$ cat src/rtl/cla_pkg.sv
// Shared definitions for the nibble-serial adder and its 4-bit CLA slice.
//   state_t : FSM state encoding (2-bit)
//   NIB_W   : width of one nibble processed per clock
//   clog2   : width helper used to size the nibble counter (never below 1)
package cla_pkg;

  typedef enum logic [1:0] {
    ST_IDLE = 2'd0,
    ST_RUN  = 2'd1,
    ST_DONE = 2'd2
  } state_t;

  localparam int NIB_W = 4;

  // Returns the number of bits needed to count to n-1, with a floor of 1 so
  // a single-nibble adder still gets a legal counter.
  function automatic int clog2(input int n);
    int r;
    r = 1;
    for (int i = 1; i < 31; i++) begin
      if ((1 << i) < n) r = i + 1;
    end
    return r;
  endfunction

endpackage

$ cat src/rtl/cla4_slice.sv
// Combinational 4-bit carry look-ahead adder slice.
// Ports:
//   a, b : nibble operands
//   cin  : carry into bit 0
//   s    : sum nibble
//   cout : carry out of bit 3
//   g, p : per-bit generate / propagate
//   c    : c[i] is the carry into bit i+1 (c[2] feeds bit 3, used for overflow)
module cla4_slice (
  input  logic [3:0] a,
  input  logic [3:0] b,
  input  logic       cin,
  output logic [3:0] s,
  output logic       cout,
  output logic [3:0] g,
  output logic [3:0] p,
  output logic [2:0] c
);

  assign g = a & b;
  assign p = a ^ b;

  // Every carry is expanded to two logic levels instead of rippling.
  assign c[0] = g[0] | (p[0] & cin);
  assign c[1] = g[1] | (p[1] & g[0]) | (p[1] & p[0] & cin);
  assign c[2] = g[2] | (p[2] & g[1]) | (p[2] & p[1] & g[0])
              | (p[2] & p[1] & p[0] & cin);
  assign cout = g[3] | (p[3] & g[2]) | (p[3] & p[2] & g[1])
              | (p[3] & p[2] & p[1] & g[0]) | (p[3] & p[2] & p[1] & p[0] & cin);

  assign s = p ^ {c[2], c[1], c[0], cin};

endmodule

$ cat src/rtl/nibble_serial_adder.sv
// Multi-cycle adder: one nibble per clock through a single 4-bit CLA slice,
// least-significant nibble first, with a start/busy/done handshake.
// Ports:
//   clk, rst      : clock, synchronous active-high reset
//   start         : request, only honoured in IDLE
//   a, b, cin     : operands, captured on the accepted start edge
//   busy          : high while the nibbles are being added
//   done          : one-cycle pulse when sum/cout/ovf are final
//   sum, cout     : WIDTH-bit result and carry out of the MSB
//   ovf           : two's-complement overflow
//
// state | meaning
// IDLE  | waiting for start
// RUN   | adding one nibble per clock
// DONE  | result final, done pulse
module nibble_serial_adder
  import cla_pkg::*;
#(
  parameter int WIDTH = 16
) (
  input  logic             clk,
  input  logic             rst,
  input  logic             start,
  input  logic [WIDTH-1:0] a,
  input  logic [WIDTH-1:0] b,
  input  logic             cin,
  output logic             busy,
  output logic             done,
  output logic [WIDTH-1:0] sum,
  output logic             cout,
  output logic             ovf
);

  localparam int NIB   = WIDTH / NIB_W;
  localparam int IDX_W = clog2(NIB);
  localparam logic [IDX_W-1:0] IDX_LAST = IDX_W'(NIB - 1);

  generate
    if (WIDTH < NIB_W || (WIDTH % NIB_W) != 0) begin : g_bad_width
      $error("nibble_serial_adder: WIDTH must be a multiple of 4 and >= 4");
    end
  endgenerate

  state_t           r_state;
  logic [WIDTH-1:0] r_a;
  logic [WIDTH-1:0] r_b;
  logic [WIDTH-1:0] r_sum;
  logic             r_carry;
  logic             r_cout;
  logic             r_ovf;
  logic [IDX_W-1:0] r_idx;

  logic [3:0] w_s;
  logic       w_cout;
  logic [3:0] w_g;
  logic [3:0] w_p;
  logic [2:0] w_c;
  logic       w_unused_gp;

  cla4_slice u_slice (
    .a    (r_a[3:0]),
    .b    (r_b[3:0]),
    .cin  (r_carry),
    .s    (w_s),
    .cout (w_cout),
    .g    (w_g),
    .p    (w_p),
    .c    (w_c)
  );

  // Generate/propagate are exported by the slice for reuse but not needed here.
  assign w_unused_gp = ^{w_g, w_p};

  always_ff @(posedge clk) begin
    if (rst) begin
      r_state <= ST_IDLE;
      r_a     <= '0;
      r_b     <= '0;
      r_sum   <= '0;
      r_carry <= 1'b0;
      r_cout  <= 1'b0;
      r_ovf   <= 1'b0;
      r_idx   <= '0;
    end else begin
      case (r_state)
        ST_IDLE: begin
          if (start) begin
            r_a     <= a;
            r_b     <= b;
            r_carry <= cin;
            r_idx   <= '0;
            r_state <= ST_RUN;
          end
        end
        ST_RUN: begin
          // New nibble enters at the top; after NIB shifts the LSB nibble
          // has reached bit 0.
          r_sum   <= WIDTH'({w_s, r_sum} >> NIB_W);
          r_carry <= w_cout;
          r_a     <= r_a >> NIB_W;
          r_b     <= r_b >> NIB_W;
          r_idx   <= r_idx + 1'b1;
          if (r_idx == IDX_LAST) begin
            r_cout  <= w_cout;
            r_ovf   <= w_cout ^ w_c[2];
            r_state <= ST_DONE;
          end
        end
        ST_DONE: r_state <= ST_IDLE;
        default: r_state <= ST_IDLE;
      endcase
    end
  end

  assign busy = (r_state == ST_RUN);
  assign done = (r_state == ST_DONE);
  assign sum  = r_sum;
  assign cout = r_cout;
  assign ovf  = r_ovf;

endmodule

$ cat config.mk
export PLATFORM = sky130hd
export DESIGN_NAME = nibble_serial_adder
export DESIGN_NICKNAME = d
export VERILOG_FILES = /design/src/rtl/cla_pkg.sv /design/src/rtl/cla4_slice.sv /design/src/rtl/nibble_serial_adder.sv
export SDC_FILE = /design/constraint.sdc
export NUM_CORES = 1
export LEC_CHECK = 0
export ABC_AREA = 1
export CAP_MARGIN = 10
export CORE_MARGIN = 1.5
export CORE_UTILIZATION = 50
export CTS_CLUSTER_DIAMETER = 50
export DETAILED_ROUTE_END_ITERATION = 12
export PLACE_DENSITY = 0.78
export RECOVER_POWER = 100
export SYNTH_ARGS = -nofsm -noshare
export SYNTH_HDL_FRONTEND = slang
export SYNTH_HIERARCHICAL = 1
export SYNTH_SLANG_ARGS = --single-unit
$ cat constraint.sdc
create_clock -name clk -period 1.8 [get_ports clk]
set_clock_uncertainty 0.2 [all_clocks]
set_input_delay 0.36 -clock clk [delete_from_list [all_inputs] [get_ports clk]]
set_output_delay 0.36 -clock clk [all_outputs]
set_load 0.01 [all_outputs]
==> results of run 1 <==
==> through the flow <==
step | cells | total power [mW] | hold WS [ps]
after detailed placement | 535 | 2.06 | 268
after floorplan | 416 | 1.83 | 229
after global routing | 543 | 3.16 | 312
after global placement | 535 | 2.04 | 240
final | 543 | 2.99 | 293
after CTS | 543 | 3.02 | 289
==> layer usage <==
metal	global-route usage [%]	vias to the layer above	part of all wire [%]
met3	3.29	8	5.2
li1	-	1395	-
met4	4.91	0	0.93
met5	0	-	0
met1	27.6	1188	45
met2	41.2	84	49
==> cell usage in the layout (no fill, tap or decap) <==
cell              n
a21oi_1          12
buf_12            1
buf_4            12
bufinv_16         2
clkbuf_1          1
clkbuf_2          1
clkbuf_4          2
clkbuf_8          5
clkdlybuf4s25_1  11
clkdlybuf4s50_1  42
clkinv_1          2
clkinvlp_4        1
dfxtp_1          52
dfxtp_2           3
dlygate4sd2_1     2
fa_1              1
ha_1              4
ha_4              1
inv_1            45
inv_2             3
nand2_1          80
nand2_2           4
nand2_4           2
nand3_1          50
nand3b_1          9
nand4_1           2
nor2_1           88
nor2_4            1
nor3_1           13
o21ai_0          17
or2_1             1
xor2_1            1
==> registers in the layout, indices dropped and copies added, names as in the netlist <==
| signal | cells |
|---|---|
| cout | 1 |
| ovf | 1 |
| r_a | 16 |
| r_b | 16 |
| r_carry | 1 |
| r_idx | 2 |
| r_state | 2 |
| sum | 16 |
==> power by group <==
part	total (mW)	leakage [nW]	switching [mW]	internal [mW]
registers	1.37	0.455	0.0544	1.32
clock network	0.962	0.0644	0.408	0.555
logic	0.657	1.11	0.350	0.307
==> worst max path at each step <==
stage               cells past startpoint  slack, ps            startpoint                   end
finish                                  1         40   sum[8]$_SDFFE_PP0P_                sum[8]
global route                           11      -0.06   r_a[0]$_SDFFE_PP0P_  r_carry$_SDFFE_PP0P_
CTS                                     1         20  sum[13]$_SDFFE_PP0P_               sum[13]
detailed placement                      5         50                 start  r_carry$_SDFFE_PP0P_
global placement                        5         70                 start  r_carry$_SDFFE_PP0P_
floorplan                               8        230   r_a[2]$_SDFFE_PP0P_  sum[15]$_SDFFE_PP0P_
==> cell type report <==
cell class / instances / area (um2) / area share (%)
Clock buffer: 5 / 68.8 / 1.94
Clock inverter: 3 / 67.6 / 1.91
Inverter: 50 / 188 / 5.30
Multi-Input combinational cell: 286 / 1340 / 37.8
Sequential cell: 55 / 1100 / 31.2
Tap cell: 72 / 90.1 / 2.54
Timing Repair Buffer: 72 / 682 / 19.3
==> cells by family after synthesis <==
family          synth area share, %
simple gates                   39.1
buf+inv                        13.0
compound gates                 5.20
xor+xnor                      0.314
flops                          39.4
fa+ha+maj                      2.96
==> results.txt, run 1 <==
The final-layout fill cell count is 501. The maximum fanout encountered on the critical timing path came out at 3. The maximum vdd ir drop is 405 uV. The number of buffers and inverters on the critical path is 1. The cell sitting at the root of the clock tree is a clkbuf_8.

In the post-synthesis netlist, the cell with the most instances is nor2_1. The part of the cycle the worst path needs came out at 97.5%. At the pin with the least slew margin, the transition time is 402 ps. The number of diodes added for antenna fixing is 0.

The number of primary I/O pins came out at 56. The clock latency on the worst-skew pair came out at 310 ps. STA puts the critical path data arrival time at 1200 ps.

Walking the worst path, the cells encountered are clkdlybuf4s50_1. The startpoint identified for the worst hold timing path is r_a[15]$_SDFFE_PP0P_. The static power due to leakage is 1.63 nW. Buffers inserted to repair hold after CTS numbered 0. The die width is 77.7 um. Sorting the synthesized cells by area gives the leading types as dfxtp_1 39%, nor2_1 12%, nand2_1 11%.

The total clock buffers created by CTS came out at 5. The kind of path behind the tightest hold check is flop to flop. The cell area after layout is 3540 um2. The cell area power density came out at 845 nW/um2. The required arrival time at the worst endpoint is 1240 ps. The region available for standard cell placement spans 5440 um2. The type of the worst setup path is flop to output pin. STA classifies the critical path endpoint as an output pin. The highest clock frequency the design can meet is 570 MHz. The total number of vias is 2,675.

In this run, synthesis produced a sequential element count of 55. The number of instances in the synthesized netlist is 416. The net total in the final layout came out at 512. The count of nets left with antenna violations once routing finished came out at 0.

The number of nets in the synthesized netlist is 458. The combined global-route utilization of all metal layers came out at 22.5%. The post-CTS setup buffer count came out at 0. The worst setup slack for register-to-register paths is 90 ps. The number of distinct library cells after synthesis is 23. The post-route minimum period is 1760 ps. The part of the Yosys area used for sequential elements is 39.4%. The number of enable flip-flop cells after synthesis came out at 0.

For this design, the slowest cell found on the critical path is clkdlybuf4s50_1. OpenSTA, run right after detailed placement, puts the worst setup slack at 45.3 ps. The share of post-route cells with drive strength above 1 came out at 8.07%.

The violation count after the first detailed-route iteration is 137. The initial antenna violation count came out at 0. The number of gates resized after CTS was 4. The most used flip-flop cell after synthesis is dfxtp_1.

The area growth from synthesis to layout is 26.8%. The Yosys warning count is 6. The number of levels the H-tree was split into is 2. In the routed design, unresolved DRC markers number 0. The worst pin sits at a relative slew slack of 73.2%. The kind of start point of the critical path is a flop. TritonCTS built the clock tree. The die area came out at 6040 um2. The startpoint identified for the worst register-to-register timing path is r_a[2]$_SDFFE_PP0P_. Ranked by instance count, the synthesized netlist is headed by 88 x nor2_1, 80 x nand2_1, 55 x dfxtp_1, 50 x nand3_1, 46 x inv_1. The final hold violation count is 0. Entering global routing, the biggest net connects 45 pins. The number of setup violations in the final report came out at 0.

The sum of overflow across all layers after global routing is 0. Among cell families on the critical path, the largest total delay comes from buffers and inverters. The total count of max-transition violations in the final report is 0. The run finished with clean final reports.

The largest stage delay on the critical path is 540 ps. The initial standard-cell utilization of the core is 51.3%. Summed over all failing endpoints, the final setup total negative slack is 0 ps. The number of port buffers came out at 55. The weighted congestion reported at the end of routability-driven placement is 0.879.

In this run the critical register-to-register path is captured at sum[15]$_SDFFE_PP0P_. The clock sink total came out at 55. The wire length per cell came out at 11.5 um. The placed cell area is 3410 um2. The placed wire-length estimate after detailed placement came out at 4290 um. The clock input transition at the sequential cells of the worst setup and hold paths came out at 100 ps. The first global-routing pass estimated 11,000 um of wire.

For hold timing, the worst endpoint is r_a[15]$_SDFFE_PP0P_. The number of global-route vias before repair was 2,579. The total wire length after detailed routing is 6230 um. Dividing the detail-routed via count by the number of cells gives 4.93. The initialized floorplan defines 27 standard-cell rows. Of all flip-flops after synthesis, the portion carrying an async set or reset was 0%. The average instance in the mapped netlist occupies 6.71 um2. The biggest area contributor in the post-synthesis netlist is dfxtp_1. The number of detailed-routing iterations run before antenna repair is 5. The maximum buffer depth of the clock tree is 2.

The tool flagged a number of max-cap violations equal to 0. The portion of synthesized cell area occupied by the leading cell type is 39.4%. The setup slack of the critical path after layout came out at 44.8 ps. The worst hold path was traced through 2 stages. The cell area that synthesis handed to floorplanning was 2790 um2. The die is 77.7 um tall. The share of the core filled with cells in the final layout came out at 65.1%. The worst reg2reg path depth is 8.
Power figures use the tool's default switching activity.
==> run 2: changes to the inputs <==
--- a/config.mk
+++ b/config.mk
@@ -11,7 +11,7 @@
 export CORE_UTILIZATION = 50
 export CTS_CLUSTER_DIAMETER = 50
 export DETAILED_ROUTE_END_ITERATION = 12
-export PLACE_DENSITY = 0.78
+export PLACE_DENSITY = 0.8
 export RECOVER_POWER = 100
 export SYNTH_ARGS = -nofsm -noshare
 export SYNTH_HDL_FRONTEND = slang
==> constraint.sdc (replaced) <==
create_clock -name clk -period 1.8 [get_ports clk]
set_clock_uncertainty 0.2 [all_clocks]
set_input_delay 0.18 -clock clk [delete_from_list [all_inputs] [get_ports clk]]
set_output_delay 0.18 -clock clk [all_outputs]
set_load 0.01 [all_outputs]
==> run 2 against run 1 <==
Final cell count down 0.55%. Design area down 0.99%. Hold slack worse by 45 ps. Setup slack better by 72 ps. Total power down 8.8%. Non-clock buffer count down 3. Count of clock-buffer cells in the layout unchanged. Die area unchanged. Critical endpoint is now sum[11].
==> results.txt, run 2 (synthesized netlist as in run 1, its figures left out) <==
The tree is rooted in a clkbuf_8. The weighted congestion reported at the end of routability-driven placement came to 0.844 (-4.0%). The clock latency on the worst-skew pair came out at 310 ps (about the same). The total clock buffers created by CTS came to 5 (unchanged). The combined global-route utilization of all metal layers came out at 20.9% (-1.6 points). The max-capacitance violation count is 0 (unchanged).

The static power due to leakage came out at 1.66 nW (+1.7%). The number of detailed-routing iterations run before antenna repair came out at 4 (-1). The total number of vias is 2,658 (-0.64%).

The maximum buffer depth of the clock tree is 2 (unchanged). The sum of overflow across all layers after global routing came to 0 (unchanged). The number of diodes added for antenna fixing is 0 (unchanged).

The row count came out at 27 (unchanged). The type of the worst setup path is flop to output pin. The number of port buffers came out at 55 (unchanged). The DRC violation count after routing came out at 0 (unchanged). The transition at the pin with the smallest max-transition slack came out at 389 ps (-13.6 ps).

The clock input transition at the sequential cells of the worst setup and hold paths came to 100 ps (about the same). The highest clock frequency the design can meet came out at 594 MHz (+4.3%). The maximum vdd ir drop is 453 uV (+12%). The number of nets still failing antenna checks after routing came out at 0 (unchanged). The most common cell after layout, fill and taps aside is nor2_1.

The headroom to the max-slew limit came out at 74.1% (+0.91 points). The slowest library cell on the worst path is dlygate4sd3_1. The initial antenna violation count is 0 (unchanged). The initial standard-cell utilization of the core is 51.3% (unchanged). The kind of path behind the tightest hold check is input pin to flop.

The largest net degree at the start of global routing came out at 45 (unchanged). The cell area power density is 778 nW/um2 (-7.9%). Leaving out fill and tap cells, the most frequent cells in the layout are 88 x nor2_1, 80 x nand2_1, 51 x dfxtp_1, 49 x nand3_1, 46 x inv_1.

The CTS tree is built. The number of levels the H-tree was split into came out at 2 (unchanged). The number of global-route vias before repair came out at 2,337 (-9.4%).

The via count normalized by instance count is 4.92 (about the same). The clock sink total is 55 (unchanged). The number of primary I/O pins came out at 56 (unchanged). The share of post-route cells with drive strength above 1 is 8.12% (+0.052 points). The required arrival time at the worst endpoint is 1420 ps (+180 ps). Among cell families on the critical path, the largest total delay comes from buffers and inverters. The die width is 77.7 um (unchanged).

The data arrival time of the critical path came to 1300 ps (+100 ps). The hold slack came out at 247 ps (-45.4 ps). The number of setup violations in the final report is 0 (unchanged). The die area is 6040 um2 (unchanged). The violation count after the first detailed-route iteration came out at 120 (-12%).

The total count of max-transition violations in the final report came out at 0 (unchanged). The largest stage delay on the critical path is 630 ps (+90 ps). The layout-stage area growth over the synthesis result came out at 25.6%. The total power draw is 2.73 mW (-8.8%).

The final hold violation count came out at 0 (unchanged). The wire length per cell is 11.3 um (-1.5%). STA classifies the critical path startpoint as a flop.

The worst setup path is captured at an output pin. The final-layout fill cell count is 477 (-4.8%). The post-route minimum period came out at 1680 ps (-71.8 ps).

The number of buffers and inverters on the critical path was 1 (unchanged). The maximum fanout encountered on the critical timing path was 3 (unchanged). The height of the die was 77.7 um (unchanged).

Traced cell by cell, the critical path runs through dlygate4sd3_1. The run finished with clean final reports. The first-pass GRT wire length is 10,300 um (-6.6%). The total wire length after detailed routing was 6100 um (-2.0%). The core area is 5440 um2 (unchanged).

The net total in the final layout is 509 (-0.59%). The placed wire-length estimate after detailed placement is 4290 um (about the same). The part of the cycle the worst path needs came out at 93.5% (-4.0 points). The hold buffer count at CTS came out at 0 (unchanged).
run 2: changes by cell type in the layout (fill, tap and decap cells not counted), moves of 2 or more:
cell             before  now
dlygate4sd3_1         0   18
clkdlybuf4s50_1      42   35
clkdlybuf4s25_1      11    0
clkinv_4              0    2
bufinv_16             2    0
buf_4                12    9
inv_2                 3    1
run 2: power breakdown:
part           internal [mW]  total (mW)  switching (mW)  leakage (nW)
Clock                  0.279       0.693           0.414        0.0443
Combinational          0.310       0.659           0.350          1.16
Sequential              1.32        1.38          0.0566         0.455
run 2: what timing repair did:
item | 4_1_cts | 5_1_grt
setup buffers | 0 | 0
resized for setup | 5 | 5
endpoints found under the setup margin | 2 | 3
run 2: through the flow:
step	setup slack (ps)	TNS (ps)	instance area, um2	util, %	instances
6_report	117	0	3510	64.5	540
5_1_grt	-2.84	-2.84	3510	64.5	540
4_1_cts	88.5	0	3480	64.0	540
3_5_place_dp	91.6	0	3390	62.3	532
3_3_place_gp	141	0	3390	62.3	532
2_1_floorplan	229	0	2790	-	416
run 2: area by class of cell:
cell class	instances	area, um2	share of cell area (%)
multi-input combinational	286	1350	38.6
tap	72	90.1	2.57
clock inverter	3	25.0	0.714
inverter	50	190	5.42
timing repair buffer	69	673	19.2
sequential	55	1110	31.5
clock buffer	5	68.8	1.96
run 2: per-layer routing:
layer	vias up	global-route usage (%)	share of wire [%]
li1	1392	-	-
met1	1187	27.6	47
met2	70	34.5	47
met3	9	4.00	5.0
met4	0	6.36	1.4
met5	-	0	0
run 2: path summary, 6_finish.rpt:
kind / startpoint / endpoint / slack (ps) / cells past startpoint
min: a[13] / r_a[13]$_SDFFE_PP0P_ / 250 / 3
min reg2reg: r_idx[0]$_SDFFE_PP0P_ / r_idx[0]$_SDFFE_PP0P_ / 280 / 1
max reg2reg: r_a[0]$_SDFFE_PP0P_ / r_carry$_SDFFE_PP0P_ / 140 / 11
max: sum[11]$_SDFFE_PP0P_ / sum[11] / 120 / 1
